**config.mk**
```make
export PLATFORM = sky130hd
export DESIGN_NAME = arb_rr_n_flat
export DESIGN_NICKNAME = d
export VERILOG_FILES = /design/src/rtl/arb_rr_n_if.sv /design/src/rtl/arb_rr_n.sv /design/src/flat_wrapper.sv
export SDC_FILE = /design/constraint.sdc
export NUM_CORES = 1
export LEC_CHECK = 0
export CORE_MARGIN = 2
export CORE_UTILIZATION = 46
export DETAILED_ROUTE_END_ITERATION = 10
export PLACE_DENSITY = 0.84
export SLEW_MARGIN = 20
export SYNTH_ARGS = -nofsm -noshare
export SYNTH_HDL_FRONTEND = slang
export SYNTH_SLANG_ARGS = --single-unit
export TNS_END_PERCENT = 50
```
**constraint.sdc**
```tcl
create_clock -name clk -period 1.9 [get_ports clk]
set_input_delay 0.38 -clock clk [delete_from_list [all_inputs] [get_ports clk]]
set_output_delay 0.38 -clock clk [all_outputs]
set_load 0.05 [all_outputs]
```
**src/rtl/arb_rr_n_if.sv**
```systemverilog
// Request/grant bundle between N bus masters and the arbiter.
// Latency: none (wires only).
// Backpressure: none; req is level-held by each master until it is served or dropped.
//
// Ports (signals):
//   req       N    request vector, bit i = requester i (master -> arbiter)
//   gnt       N    one-hot grant (arbiter -> master)
//   gnt_valid 1    any grant bit set
//   gnt_id    IDW  encoded owner index, meaningful only while gnt_valid = 1
//   timeout   1    one-cycle pulse on the first cycle of a forced-rotation grant
interface arb_rr_n_if #(
  parameter int N = 4
) ();
  localparam int IDW = (N > 1) ? $clog2(N) : 1;

  logic [N-1:0]   req;
  logic [N-1:0]   gnt;
  logic           gnt_valid;
  logic [IDW-1:0] gnt_id;
  logic           timeout;

  // Requester side.
  modport master (
    output req,
    input  gnt,
    input  gnt_valid,
    input  gnt_id,
    input  timeout
  );

  // Arbiter side.
  modport slave (
    input  req,
    output gnt,
    output gnt_valid,
    output gnt_id,
    output timeout
  );
endinterface

```
**src/rtl/arb_rr_n.sv**
```systemverilog
// N-requester arbiter with fixed-priority or round-robin policy, owner hold and max-hold timeout.
// Latency: req sampled at a clk edge is reflected in the registered grant outputs right after that edge.
// Backpressure: an owner keeps the grant while it holds req, unless MAX_HOLD forces rotation to a waiter.
//
// Ports:
//   clk  - single clock, rising edge
//   rst  - synchronous active-high reset
//   bus  - arb_rr_n_if slave modport: req in; gnt, gnt_valid, gnt_id, timeout out (all registered)
module arb_rr_n #(
  parameter int N        = 4,
  parameter int RR_MODE  = 1,
  parameter int MAX_HOLD = 8
) (
  input  logic       clk,
  input  logic       rst,
  arb_rr_n_if.slave  bus
);

  localparam int IDW = (N > 1) ? $clog2(N) : 1;

  // Highest value the hold counter may reach; with the timeout disabled it stays at 0.
  localparam logic [7:0] HOLD_LIM = (MAX_HOLD == 0) ? 8'd0 : 8'(MAX_HOLD - 1);

  typedef enum logic [0:0] {
    IDLE = 1'b0,
    BUSY = 1'b1
  } state_t;

  state_t         state_q, state_d;
  logic [N-1:0]   gnt_q, gnt_d;
  logic           gnt_valid_q, gnt_valid_d;
  logic [IDW-1:0] gnt_id_q, gnt_id_d;
  logic           timeout_q, timeout_d;
  logic [7:0]     hold_cnt_q, hold_cnt_d;
  logic [IDW-1:0] last_q, last_d;

  logic [N-1:0]   cand;
  logic           do_arb;
  logic           forced;
  logic           own_req;
  logic           others_req;
  logic           win_found;
  logic [IDW-1:0] win_idx;
  int             start_i;
  int             pos;

  // gnt_q is the one-hot owner mask while BUSY, so it doubles as the owner select.
  assign own_req    = |(bus.req & gnt_q);
  assign others_req = |(bus.req & ~gnt_q);

  always_comb begin
    state_d     = state_q;
    gnt_d       = gnt_q;
    gnt_id_d    = gnt_id_q;
    timeout_d   = 1'b0;
    hold_cnt_d  = hold_cnt_q;
    last_d      = last_q;
    cand        = '0;
    do_arb      = 1'b0;
    forced      = 1'b0;
    win_found   = 1'b0;
    win_idx     = '0;
    start_i     = 0;
    pos         = 0;

    // Decide whether to arbitrate this cycle and over which candidates.
    case (state_q)
      IDLE: begin
        if (|bus.req) begin
          cand   = bus.req;
          do_arb = 1'b1;
        end
      end
      BUSY: begin
        if (own_req) begin
          if ((MAX_HOLD != 0) && (hold_cnt_q == HOLD_LIM) && others_req) begin
            // Owner has used its full allowance while someone waits: exclude it.
            cand   = bus.req & ~gnt_q;
            do_arb = 1'b1;
            forced = 1'b1;
          end else if (hold_cnt_q < HOLD_LIM) begin
            hold_cnt_d = hold_cnt_q + 8'd1;
          end
        end else begin
          // Owner dropped; its req bit is already 0 so it cannot win again here.
          cand   = bus.req;
          do_arb = 1'b1;
        end
      end
      default: begin
        state_d = IDLE;
        gnt_d   = '0;
      end
    endcase

    // Circular search. Fixed mode always starts at index 0; round-robin
    // starts just past the last owner. last_q = N-1 wraps the start to 0.
    start_i = (RR_MODE != 0) ? (int'(last_q) + 1) : 0;
    for (int k = 0; k < N; k++) begin
      pos = start_i + k;
      if (pos >= N) begin
        pos = pos - N;
      end
      if (!win_found && cand[IDW'(pos)]) begin
        win_found = 1'b1;
        win_idx   = IDW'(pos);
      end
    end

    if (do_arb) begin
      if (win_found) begin
        state_d       = BUSY;
        gnt_d         = '0;
        gnt_d[win_idx] = 1'b1;
        gnt_id_d      = win_idx;
        hold_cnt_d    = 8'd0;
        timeout_d     = forced;
        if (RR_MODE != 0) begin
          last_d = win_idx;
        end
      end else begin
        state_d    = IDLE;
        gnt_d      = '0;
        gnt_id_d   = '0;
        hold_cnt_d = 8'd0;
      end
    end

    gnt_valid_d = |gnt_d;
  end

  always_ff @(posedge clk) begin
    if (rst) begin
      state_q     <= IDLE;
      gnt_q       <= '0;
      gnt_valid_q <= 1'b0;
      gnt_id_q    <= '0;
      timeout_q   <= 1'b0;
      hold_cnt_q  <= 8'd0;
      last_q      <= IDW'(N - 1);
    end else begin
      state_q     <= state_d;
      gnt_q       <= gnt_d;
      gnt_valid_q <= gnt_valid_d;
      gnt_id_q    <= gnt_id_d;
      timeout_q   <= timeout_d;
      hold_cnt_q  <= hold_cnt_d;
      last_q      <= last_d;
    end
  end

  assign bus.gnt       = gnt_q;
  assign bus.gnt_valid = gnt_valid_q;
  assign bus.gnt_id    = gnt_id_q;
  assign bus.timeout   = timeout_q;

endmodule
```
**src/flat_wrapper.sv**
```systemverilog
// flat-port wrapper written by rule: the top's interface ports become plain ports
module arb_rr_n_flat 
#(
  parameter int N        = 4,
  parameter int RR_MODE  = 1,
  parameter int MAX_HOLD = 8
)
  (clk, rst, bus_req, bus_gnt, bus_gnt_valid, bus_gnt_id, bus_timeout);
  arb_rr_n_if #(.N(N)) bus_i ();
  input  logic clk;
  input  logic rst;
  input wire logic [$bits(bus_i.req)-1:0] bus_req;
  output wire logic [$bits(bus_i.gnt)-1:0] bus_gnt;
  output wire logic [$bits(bus_i.gnt_valid)-1:0] bus_gnt_valid;
  output wire logic [$bits(bus_i.gnt_id)-1:0] bus_gnt_id;
  output wire logic [$bits(bus_i.timeout)-1:0] bus_timeout;
  assign bus_i.req = bus_req;
  assign bus_gnt = bus_i.gnt;
  assign bus_gnt_valid = bus_i.gnt_valid;
  assign bus_gnt_id = bus_i.gnt_id;
  assign bus_timeout = bus_i.timeout;
  arb_rr_n #(.N(N), .RR_MODE(RR_MODE), .MAX_HOLD(MAX_HOLD)) u_core (.clk(clk), .rst(rst), .bus(bus_i));
endmodule
```
==> results.py, run 1 <==
metrics = {
    "floorplanning": {
        "core.rowCount": 16,
        "pin_count": 14,
        "fp.dieH_um": 48.5,
        "core_area_sq_um": 1920,
        "die_w_um": 48.5,
        "initial_core_util": 0.473,
        "die_area_sq_um": 2350,
    },
    "layout": {
        "synthToLayoutAreaGrowth_pct": 60.0,
        "finalNonFillerCells": 176,
        "fillers": 116,
        "n_antenna_cell": 0,
        "nets": 157,
        "final_util": 0.757,
        "drive_above_1_share": 0.463,
    },
    "synth": {
        "syn-cell-area_sq_um": 910,
        "synth_ff_type": "dfxtp_1",
        "avgSynthCellArea_sq_um": 8.92,
        "netlist_instances": 102,
        "syn-num-nets": 109,
        "async_flop_share": 0,
        "yosysWarnings": 0,
        "yosys_register_bits": 19,
        "synth_cell_types": 36,
        "synth_edf_count": 0,
        "synth-seq-area-share": 0.418,
    },
    "detailed_routing": {
        "ant_nets": 0,
        "avgViaCountPerCell": 6.48,
        "wire_per_inst_um": 22.2,
        "vias": 1140,
        "routed.top_layer": "met4",
        "wl_met1_um": 1360,
        "wl_met2_um": 1870,
        "first_pass_iters": 5,
        "wl_um": 3910,
        "dr_wl_met3_um": 389,
        "drc": 0,
        "drtIter0Drc": 93,
    },
    "setup_path": {
        "r2r_start": "u_core.hold_cnt_q[0]",
        "required_ns": 2.10,
        "critPathLaunchType": "flip-flop",
        "critical_path_class": "reg2reg",
        "critPathMaxStageDelay_ns": 0.40,
        "critPathArrivalTime_ns": 2.42,
        "end_kind": "flip-flop",
        "crit_start": "u_core.hold_cnt_q[0]",
        "cp_max_fo": 4,
        "crit_slowest_cell": "dfxtp_2",
        "path_cells": "ha_4 -> nand4bb_1 -> buf_4 -> nor3_4 -> o21ai_4 -> a2bb2oi_2 -> a221oi_2 -> nor2_1 -> a32o_1",
    },
    "power_and_ir_drop": {
        "switching_share": 0.384,
        "p_sw_uw": 454,
        "p_seq_frac": 0.399,
        "clockPowerShare": 0.177,
        "intPower_uw": 728,
        "combPwrFrac": 0.423,
        "cellLeakagePower_uw": 0.000604,
        "ir_worst_vdd_mv": 0.661,
        "powerDensity_nw_per_um2": 813,
    },
    "hold_path": {
        "hold_path_class": "reg2reg",
        "hp-start": "u_core.bus.gnt_id[1]",
    },
    "clock_network": {
        "path_clk_slew_ns": 0.11,
        "root_buffer": "clkbuf_4",
        "numClockSinks": 19,
        "holdBufCountCts": 0,
        "clk_latency_ns": 0.30,
        "cts.htree.levels": 1,
        "clk_path_buf_depth": 2,
        "cts_buffers": 3,
        "cts_tree": "done",
    },
    "place": {
        "dp_hpwl_um": 2070,
        "gp_congestion": 0.854,
        "dp_slack_ns": -0.629,
        "dp.cells": 169,
        "io_buffers": 13,
    },
    "global_routing": {
        "grt_first_pass_wirelength_um": 5260,
        "grt_start_max_net_pins": 11,
        "grt_usage": 0.296,
        "grt_pass1_vias": 1101,
        "antenna_found_initial": 0,
        "overflow": 0,
    },
    "outcome": {
        "status": "complete, but fails checks",
        "violations": "negative setup slack",
    },
    "sta": {
        "slew_violations": 0,
        "finalHoldViolCount": 0,
        "setup_violations": 17,
        "hold_ws_ns": 0.509,
        "fin_ws_ns": -0.317,
        "fin_crit_ns": 2.22,
        "rsz0062_at_grt": "true",
        "relSlewSlack": 0.665,
        "period_share": 1.17,
        "max_freq_mhz": 451,
        "fin_skew_ns": 0.00204,
        "fin_tns_setup_ns": -3.28,
        "worst_pin_slew_ns": 0.501,
    },
    "job": {
        "cap_violations": 0,
    },
}
## repair_timing
| action | in CTS | in global routing |
|---|---|---|
| hold endpoints to repair | 0 | 0 |
| resized for setup | 14 | 14 |
| endpoints found under the setup margin | 17 | 17 |
| pin swaps | 3 | 2 |
| setup buffers | 3 | 0 |
## cells by family after synthesis
kind of cell | Yosys count | share of synthesized area
compound gates | 33 | 0.275
flops | 19 | 0.418
simple gates | 38 | 0.234
buf+inv | 9 | 0.0385
xor+xnor | 1 | 0.00963
fa+ha+maj | 1 | 0.0138
mux | 1 | 0.0110
## cell usage in the layout (no fill, tap or decap), types with 4 or more instances in the layout
master / netlist / routed
and2_1: 5 / 5
dfxtp_2: 0 / 4
dfxtp_1: 19 / 11
clkdlybuf4s50_1: 0 / 7
a21oi_1: 6 / 6
nand2_1: 6 / 6
dfxtp_4: 0 / 4
inv_1: 6 / 6
nor2_1: 12 / 10
buf_4: 0 / 36
## per-layer routing
metal  GRT usage  vias to the layer above
met3      0.0494                       36
met1       0.337                      540
met5           0                        -
met2       0.500                       91
met4       0.214                        0
li1            -                      473
## worst max-delay path, delay by kind of cell, from the launching register on
family | cells | cell delay, ns
AOI/OAI and AO/OA | 4 | 0.81
adders and majority gates | 1 | 0.16
buffers and inverters | 1 | 0.20
DFF | 1 | 0.40
and+or+nand+nor | 3 | 0.54
## synth_stat cells, types with 2 or more instances
cell / n / area share
dfxtp_1: 19 / 0.42
nor2_1: 12 / 0.050
a21oi_1: 6 / 0.033
inv_1: 6 / 0.025
nand2_1: 6 / 0.025
and2_1: 5 / 0.034
nor3_1: 5 / 0.028
nor2b_1: 3 / 0.021
o21ai_0: 3 / 0.017
o22ai_1: 3 / 0.021
a22o_1: 2 / 0.019
a22oi_1: 2 / 0.017
a2bb2oi_1: 2 / 0.019
clkbuf_1: 2 / 0.0083
o2111ai_1: 2 / 0.019
o211ai_1: 2 / 0.017
o21ai_1: 2 / 0.011
o21ai_2: 2 / 0.019
## sequential cells by signal (all words and copies together), names as in the netlist
name / count
u_core.bus.gnt_id: 2
u_core.last_q: 2
u_core.hold_cnt_q: 8
u_core.state_q: 1
u_core.bus.gnt_valid: 1
u_core.bus.timeout: 1
u_core.bus.gnt: 4
## worst paths after layout
path              slack [ns]              endpoint  depth (start not counted)
hold reg to reg         0.51  u_core.bus.gnt_id[1]                          2
hold / removal          0.51  u_core.bus.gnt_id[1]                          2
setup / recovery       -0.32     u_core.bus.gnt[0]                          9
setup reg to reg       -0.32     u_core.bus.gnt[0]                          9
## power by group through the flow
stage / logic [uW] / clock network (uW) / registers [uW]
final: 501 / 210 / 472
after global placement: 403 / 0 / 473
after CTS: 441 / 207 / 467
after global routing: 525 / 221 / 474
after detailed placement: 417 / 0 / 474
after floorplan: 167 / 0 / 559
## final cells by class
| class | instances | area (sq um) | area share |
|---|---|---|---|
| clock buffers | 4 | 26.3 | 0.0181 |
| well taps | 27 | 33.8 | 0.0232 |
| inverters | 6 | 22.5 | 0.0155 |
| flip-flops and latches | 19 | 400 | 0.275 |
| multi-input cells | 74 | 599 | 0.412 |
| repair buffers | 46 | 373 | 0.256 |
## stage by stage
step	cell area, sq um	total power, uW
final	1460	1180
after global routing	1460	1220
after CTS	1390	1110
after detailed placement	1300	890
after global placement	1300	875
after floorplan	932	725
Power figures use the tool's default switching activity.
==> run 2: changes to the inputs <==
--- a/config.mk
+++ b/config.mk
@@ -8,6 +8,7 @@
 export CORE_MARGIN = 2
 export CORE_UTILIZATION = 46
 export DETAILED_ROUTE_END_ITERATION = 10
+export HOLD_SLACK_MARGIN = 0.02
 export PLACE_DENSITY = 0.84
 export SLEW_MARGIN = 20
 export SYNTH_ARGS = -nofsm -noshare
==> results of run 2 <==
Final layout, timing and power as in run 1 (identical DEF).
